File: src/rtl/meter_pkg.sv
// meter_pkg
//   Shared definitions for the period meter and related measurement blocks.
//   Provides the measurement FSM state type and the default parameter values
//   used when a block is instantiated without overrides.
package meter_pkg;

  // Measurement FSM: IDLE waits for an arming edge, MEASURE times the input.
  typedef enum logic {
    IDLE    = 1'b0,
    MEASURE = 1'b1
  } meter_state_t;

  // Default counter / output width in clk_in cycles.
  localparam int DEFAULT_CNT_WIDTH = 32;

  // Default synchronizer depth for asynchronous inputs.
  localparam int DEFAULT_SYNC_STAGES = 2;

endpackage : meter_pkg

File: src/rtl/sync_edge_detect.sv
// sync_edge_detect
//   Brings an asynchronous level into the clk_in domain through a
//   SYNC_STAGES-deep flip-flop chain, then produces registered one-cycle
//   pulses on its rising and falling transitions.
//
// Ports
//   clk_in   : sampling clock
//   reset    : asynchronous, active-high reset (clears every register)
//   async_in : level asynchronous to clk_in
//   rise     : one-cycle pulse, synchronized input went 0 -> 1
//   fall     : one-cycle pulse, synchronized input went 1 -> 0
module sync_edge_detect #(
  parameter int SYNC_STAGES = meter_pkg::DEFAULT_SYNC_STAGES
) (
  input  logic clk_in,
  input  logic reset,
  input  logic async_in,
  output logic rise,
  output logic fall
);

  logic [SYNC_STAGES-1:0] sync_q;
  logic                   prev_q;
  logic                   sync_out;

  assign sync_out = sync_q[SYNC_STAGES-1];

  // Synchronizer chain: async_in enters at bit 0 and is only used once it
  // has travelled to the top bit, giving metastability time to settle.
  always_ff @(posedge clk_in or posedge reset) begin
    if (reset) begin
      sync_q <= '0;
    end else begin
      sync_q <= {sync_q[SYNC_STAGES-2:0], async_in};
    end
  end

  // Edge detector: compare the synchronized level with its previous value.
  // Both pulses are registered so downstream logic sees clean flop outputs;
  // they are mutually exclusive because each needs a different level.
  always_ff @(posedge clk_in or posedge reset) begin
    if (reset) begin
      prev_q <= 1'b0;
      rise   <= 1'b0;
      fall   <= 1'b0;
    end else begin
      prev_q <= sync_out;
      rise   <= sync_out & ~prev_q;
      fall   <= ~sync_out & prev_q;
    end
  end

endmodule : sync_edge_detect

File: src/rtl/period_meter.sv
// period_meter
//   Measures the period and high time of a slow asynchronous periodic signal
//   in clk_in cycles. Reports one period/high pair per full input cycle and
//   raises timeout when no rising edge arrives for TIMEOUT cycles.
//
// Ports
//   clk_in       : measurement clock
//   reset        : asynchronous, active-high reset
//   sig_in       : signal under measurement, asynchronous to clk_in
//   period_out   : cycles between two consecutive detected rising edges
//   high_out     : cycles from a detected rising edge to the next falling edge
//   period_valid : one-cycle pulse, period_out/high_out updated this cycle
//   timeout      : level, input has stopped toggling
module period_meter
  import meter_pkg::*;
#(
  parameter int          CNT_WIDTH   = DEFAULT_CNT_WIDTH,
  parameter int unsigned TIMEOUT     = 100_000_000,
  parameter int          SYNC_STAGES = DEFAULT_SYNC_STAGES
) (
  input  logic                 clk_in,
  input  logic                 reset,
  input  logic                 sig_in,
  output logic [CNT_WIDTH-1:0] period_out,
  output logic [CNT_WIDTH-1:0] high_out,
  output logic                 period_valid,
  output logic                 timeout
);

  // Last counter value before a stall is declared.
  localparam logic [CNT_WIDTH-1:0] LAST_CNT = CNT_WIDTH'(TIMEOUT - 1);
  localparam logic [CNT_WIDTH-1:0] ONE      = CNT_WIDTH'(1);

  logic                 rise;
  logic                 fall;
  meter_state_t         state;
  logic [CNT_WIDTH-1:0] cnt;
  logic [CNT_WIDTH-1:0] high_cnt;
  logic [CNT_WIDTH-1:0] cnt_next;

  // cnt counts cycles since the rise, so the true elapsed count is cnt + 1.
  // The timeout bounds cnt at TIMEOUT - 1, so this never wraps.
  assign cnt_next = cnt + ONE;

  sync_edge_detect #(
    .SYNC_STAGES (SYNC_STAGES)
  ) u_sync_edge_detect (
    .clk_in   (clk_in),
    .reset    (reset),
    .async_in (sig_in),
    .rise     (rise),
    .fall     (fall)
  );

  // Measurement FSM with its counter and registered outputs.
  // IDLE only waits for an arming rise; MEASURE times each period, latches
  // the high time on fall and publishes both on the next rise. A rise that
  // lands on the final counter value wins over the timeout, so a period of
  // exactly TIMEOUT cycles is still reported.
  always_ff @(posedge clk_in or posedge reset) begin
    if (reset) begin
      state        <= IDLE;
      cnt          <= '0;
      high_cnt     <= '0;
      period_out   <= '0;
      high_out     <= '0;
      period_valid <= 1'b0;
      timeout      <= 1'b0;
    end else begin
      period_valid <= 1'b0;
      case (state)
        IDLE: begin
          if (rise) begin
            state   <= MEASURE;
            cnt     <= '0;
            timeout <= 1'b0;
          end
        end
        MEASURE: begin
          if (rise) begin
            period_out   <= cnt_next;
            high_out     <= high_cnt;
            period_valid <= 1'b1;
            cnt          <= '0;
          end else begin
            cnt <= cnt_next;
            if (fall) begin
              high_cnt <= cnt_next;
            end
            if (cnt == LAST_CNT) begin
              timeout <= 1'b1;
              state   <= IDLE;
            end
          end
        end
        default: begin
          state <= IDLE;
        end
      endcase
    end
  end

endmodule : period_meter

File: config.mk
export PLATFORM = sky130hd
export DESIGN_NAME = period_meter
export DESIGN_NICKNAME = d
export VERILOG_FILES = /design/src/rtl/meter_pkg.sv /design/src/rtl/sync_edge_detect.sv /design/src/rtl/period_meter.sv
export SDC_FILE = /design/constraint.sdc
export NUM_CORES = 1
export LEC_CHECK = 0
export CAP_MARGIN = 10
export CORE_MARGIN = 2
export CORE_UTILIZATION = 50
export CTS_CLUSTER_DIAMETER = 80
export DETAILED_ROUTE_END_ITERATION = 7
export HOLD_SLACK_MARGIN = 0.03
export PLACE_DENSITY = 0.83
export SLEW_MARGIN = 20
export SYNTH_ARGS = -nofsm -noshare
export SYNTH_HDL_FRONTEND = slang
export SYNTH_SLANG_ARGS = --single-unit
File: constraint.sdc
create_clock -name clk_in -period 14.4 [get_ports clk_in]
set_clock_uncertainty 0.2 [all_clocks]
set_input_delay 3.6 -clock clk_in [delete_from_list [all_inputs] [get_ports clk_in]]
set_output_delay 3.6 -clock clk_in [all_outputs]
set_load 0.01 [all_outputs]
==> flow_summary_export.csv <==
group,metric,value,unit
run_status,run_status,"finished, final reports clean",
drt,first_pass_iters,5,
critical_path,setup.worst_path.class,"in -> async",
synthesis,syn-mean-instance-area,10.2,sq um
synthesis,syn-cell-area,6250,sq um
synthesis,netlist_instances,613,
clocking,hold_buffers,0,
critical_path,worst_setup_path_end_kind,"async pin",
synthesis,synth_commonest_cells,"136 x dfrtp_1, 54 x nor2_1, 51 x nand2_1",
timing,slew_viol_final,0,
timing,rsz0062_at_grt,"no",
synthesis,synth_edf_count,0,
clocking,post_cts_buffers,0,
clocking,htree_levels,4,
synthesis,syn-num-nets,620,
final_layout,drive_gt1_share,11.7,%
global_route,first_global_vias,5097,
final_layout,final_area,7610,sq um
final_layout,instances_no_fill,836,
drt,avgViaCountPerCell,6.09,
drt,wl_per_cell,18.9,microns
placement,placed_cells,803,
synthesis,synth_cell_types,48,
timing,fmax,193,MHz
critical_path,cp_max_fo,74,
global_route,grt_overflow,0,
synthesis,async_flop_share,100,%
placement,io_buffers,68,
clocking,cts_buffers,17,
synthesis,synth-seq-area-share,54.5,%
global_route,grt_max_degree,96,
timing,slew_headroom,29.7,%
global_route,antenna_found_initial,0,
synthesis,ys_ff_latch,136,
power_and_ir_drop,power.leakage,3.15,nW
synthesis,synth_most_common_cell,"dfrtp_1",
final_layout,nFillCells,970,
timing,fin_crit,5.18,ns
floorplanning,core_area,12100,sq um
drt,drtIter0Drc,436,
placement,placed_area,7000,sq um
clocking,clockBufferDepth,2,
final_layout,area_growth_syn_to_layout,21.8,%
clocking,clock_sinks,136,
power_and_ir_drop,vdd_drop_max,0.0868,mV
drt,vias,5089,
critical_path,cp-start-kind,"primary input",
synthesis,yosys.area.top_type,"dfrtp_1",
timing,setup_violations,0,
critical_path,crit_arrival,5.41,ns
timing,hold_viol_final,0,
floorplanning,die_h,116,microns
clocking,cts_root_buf,"clkbuf_16",
final_layout,seq_area,3400,sq um
timing,finalSetupTns,0,ns
critical_path,max_stage_delay,0.80,ns
worst_hold_path,hold_path.class,"reg -> reg",
placement,place_congestion,0.942,
global_route,grt_usage,25.1,%
final_layout,nets,662,
clocking,ctsResizeCount,0,
synthesis,yosysTopAreaCellShare,54.5,%
placement,dp_hpwl,10.4,mm
drt,final_antenna_net_count,0,
final_layout,multi_input_comb_area,2630,sq um
critical_path,cp_slowest_cell,"buf_4",
clocking,cts_tree,"done",
placement,dp_slack,8.70,ns
final_layout,diodes,0,
floorplanning,ios,69,
power_and_ir_drop,power_density,140,nW/um^2
synthesis,synth.top_cells.by_area,"dfrtp_1 54%, mux2_2 5.9%, a31oi_1 4.2%, nor2_1 3.2%, o21ai_0 3.1%",
floorplanning,design.die.area,13400,sq um
global_route,grt_pass1_wl,26.0,mm
timing,timing.final.ws_setup,9.22,ns
power_and_ir_drop,power,1.07,mW
synthesis,ys_warn_count,0,
drt,routed_wl,15.8,mm
floorplanning,placementRows,40,
timing,fin_crit_sh,36.0,%
floorplanning,initial_core_util,51.6,%
drt,drc,0,
flow_run,cap_violations,0,
clocking,clkLatencyLatePin,0.42,ns
synthesis,synth-main-ff-cell,"dfrtp_1",
timing,worst_slew_pin_slew,1.05,ns
floorplanning,die_x,116,microns
clocking,clk_pin_slew_worst_paths,0.06,ns
critical_path,path_cells,"clkdlybuf4s50_1 > inv_6 > buf_4",
critical_path,worstPathRequired,14.62,ns
-- layout make-up --
type / count / share of cell area (%)
clock buffers: 19 / 5.95
clock inverters: 13 / 1.89
inverters: 13 / 0.707
multi-input cells: 415 / 34.5
flip-flops and latches: 136 / 44.7
well taps: 168 / 2.76
repair buffers: 72 / 9.44
-- cell usage in the layout (no fill, tap or decap), types with 12 or more instances in the layout --
cell type,netlist,layout
dfrtp_1,136,136
clkdlybuf4s50_1,0,68
nor2_1,54,54
nand2_1,51,51
a31oi_1,42,42
o21ai_0,39,39
mux2_2,33,33
nand3_1,22,22
nand4_1,22,22
a21oi_1,21,21
or4_1,21,21
clkbuf_16,0,17
inv_1,13,12
-- path summary, 6_finish.rpt --
kind                                              start                      endpoint  slack (ns)  cells after the start
min reg2reg                u_sync_edge_detect.sync_q[0]  u_sync_edge_detect.sync_q[1]        0.16                      0
max in group clk_in                      period_out[18]                period_out[18]        9.27                      1
min in group asynchronous                         reset                period_out[28]        3.41                      2
max                                               reset                  high_out[27]        9.22                      3
max reg2reg                     u_sync_edge_detect.rise                       cnt[16]       11.54                      6
min                        u_sync_edge_detect.sync_q[0]  u_sync_edge_detect.sync_q[1]        0.16                      0
-- registers in the layout, indices dropped and copies added (netlist names) --
register                   flops
timeout                        1
state                          1
period_out                    32
u_sync_edge_detect.fall        1
high_cnt                      32
period_valid                   1
u_sync_edge_detect.rise        1
cnt                           32
high_out                      32
u_sync_edge_detect.prev_q      1
u_sync_edge_detect.sync_q      2
-- metal layers --
layer	wire length (microns)	vias up	track usage, %
li1	-	2368	-
met1	7070	2512	34.2
met2	7590	175	39.6
met3	757	34	5.28
met4	360	0	10.2
met5	0	-	0
-- power breakdown --
| part | switching, mW | internal [mW] | total (mW) |
|---|---|---|---|
| Sequential | 0.0336 | 0.434 | 0.467 |
| Clock | 0.169 | 0.266 | 0.434 |
| Combinational | 0.0738 | 0.0926 | 0.166 |
| Total | 0.276 | 0.792 | 1.07 |
-- through the flow --
| step | hold slack, ns | util, % |
|---|---|---|
| after CTS | 0.163 | 62.7 |
| after floorplan | 0.131 | - |
| after global placement | 0.141 | 57.8 |
| final | 0.160 | 62.8 |
| after detailed placement | 0.136 | 57.8 |
| after global routing | 0.177 | 62.8 |
-- worst max-delay path, delay by kind of cell --
kind	cells	cell delay, ns
buffers and inverters	3	1.69
-- kinds of logic after synthesis --
| logic type | count (synthesis) | share of synthesized area [%] |
|---|---|---|
| adder cells (fa/ha/maj) | 4 | 0.801 |
| AND/OR/NAND/NOR | 223 | 18.8 |
| XOR/XNOR | 12 | 1.68 |
| buffers and inverters | 62 | 3.88 |
| multiplexers | 35 | 6.27 |
| AO/OA/AOI/OAI | 141 | 14.1 |
| flip-flops | 136 | 54.5 |
Power figures use the tool's default switching activity.
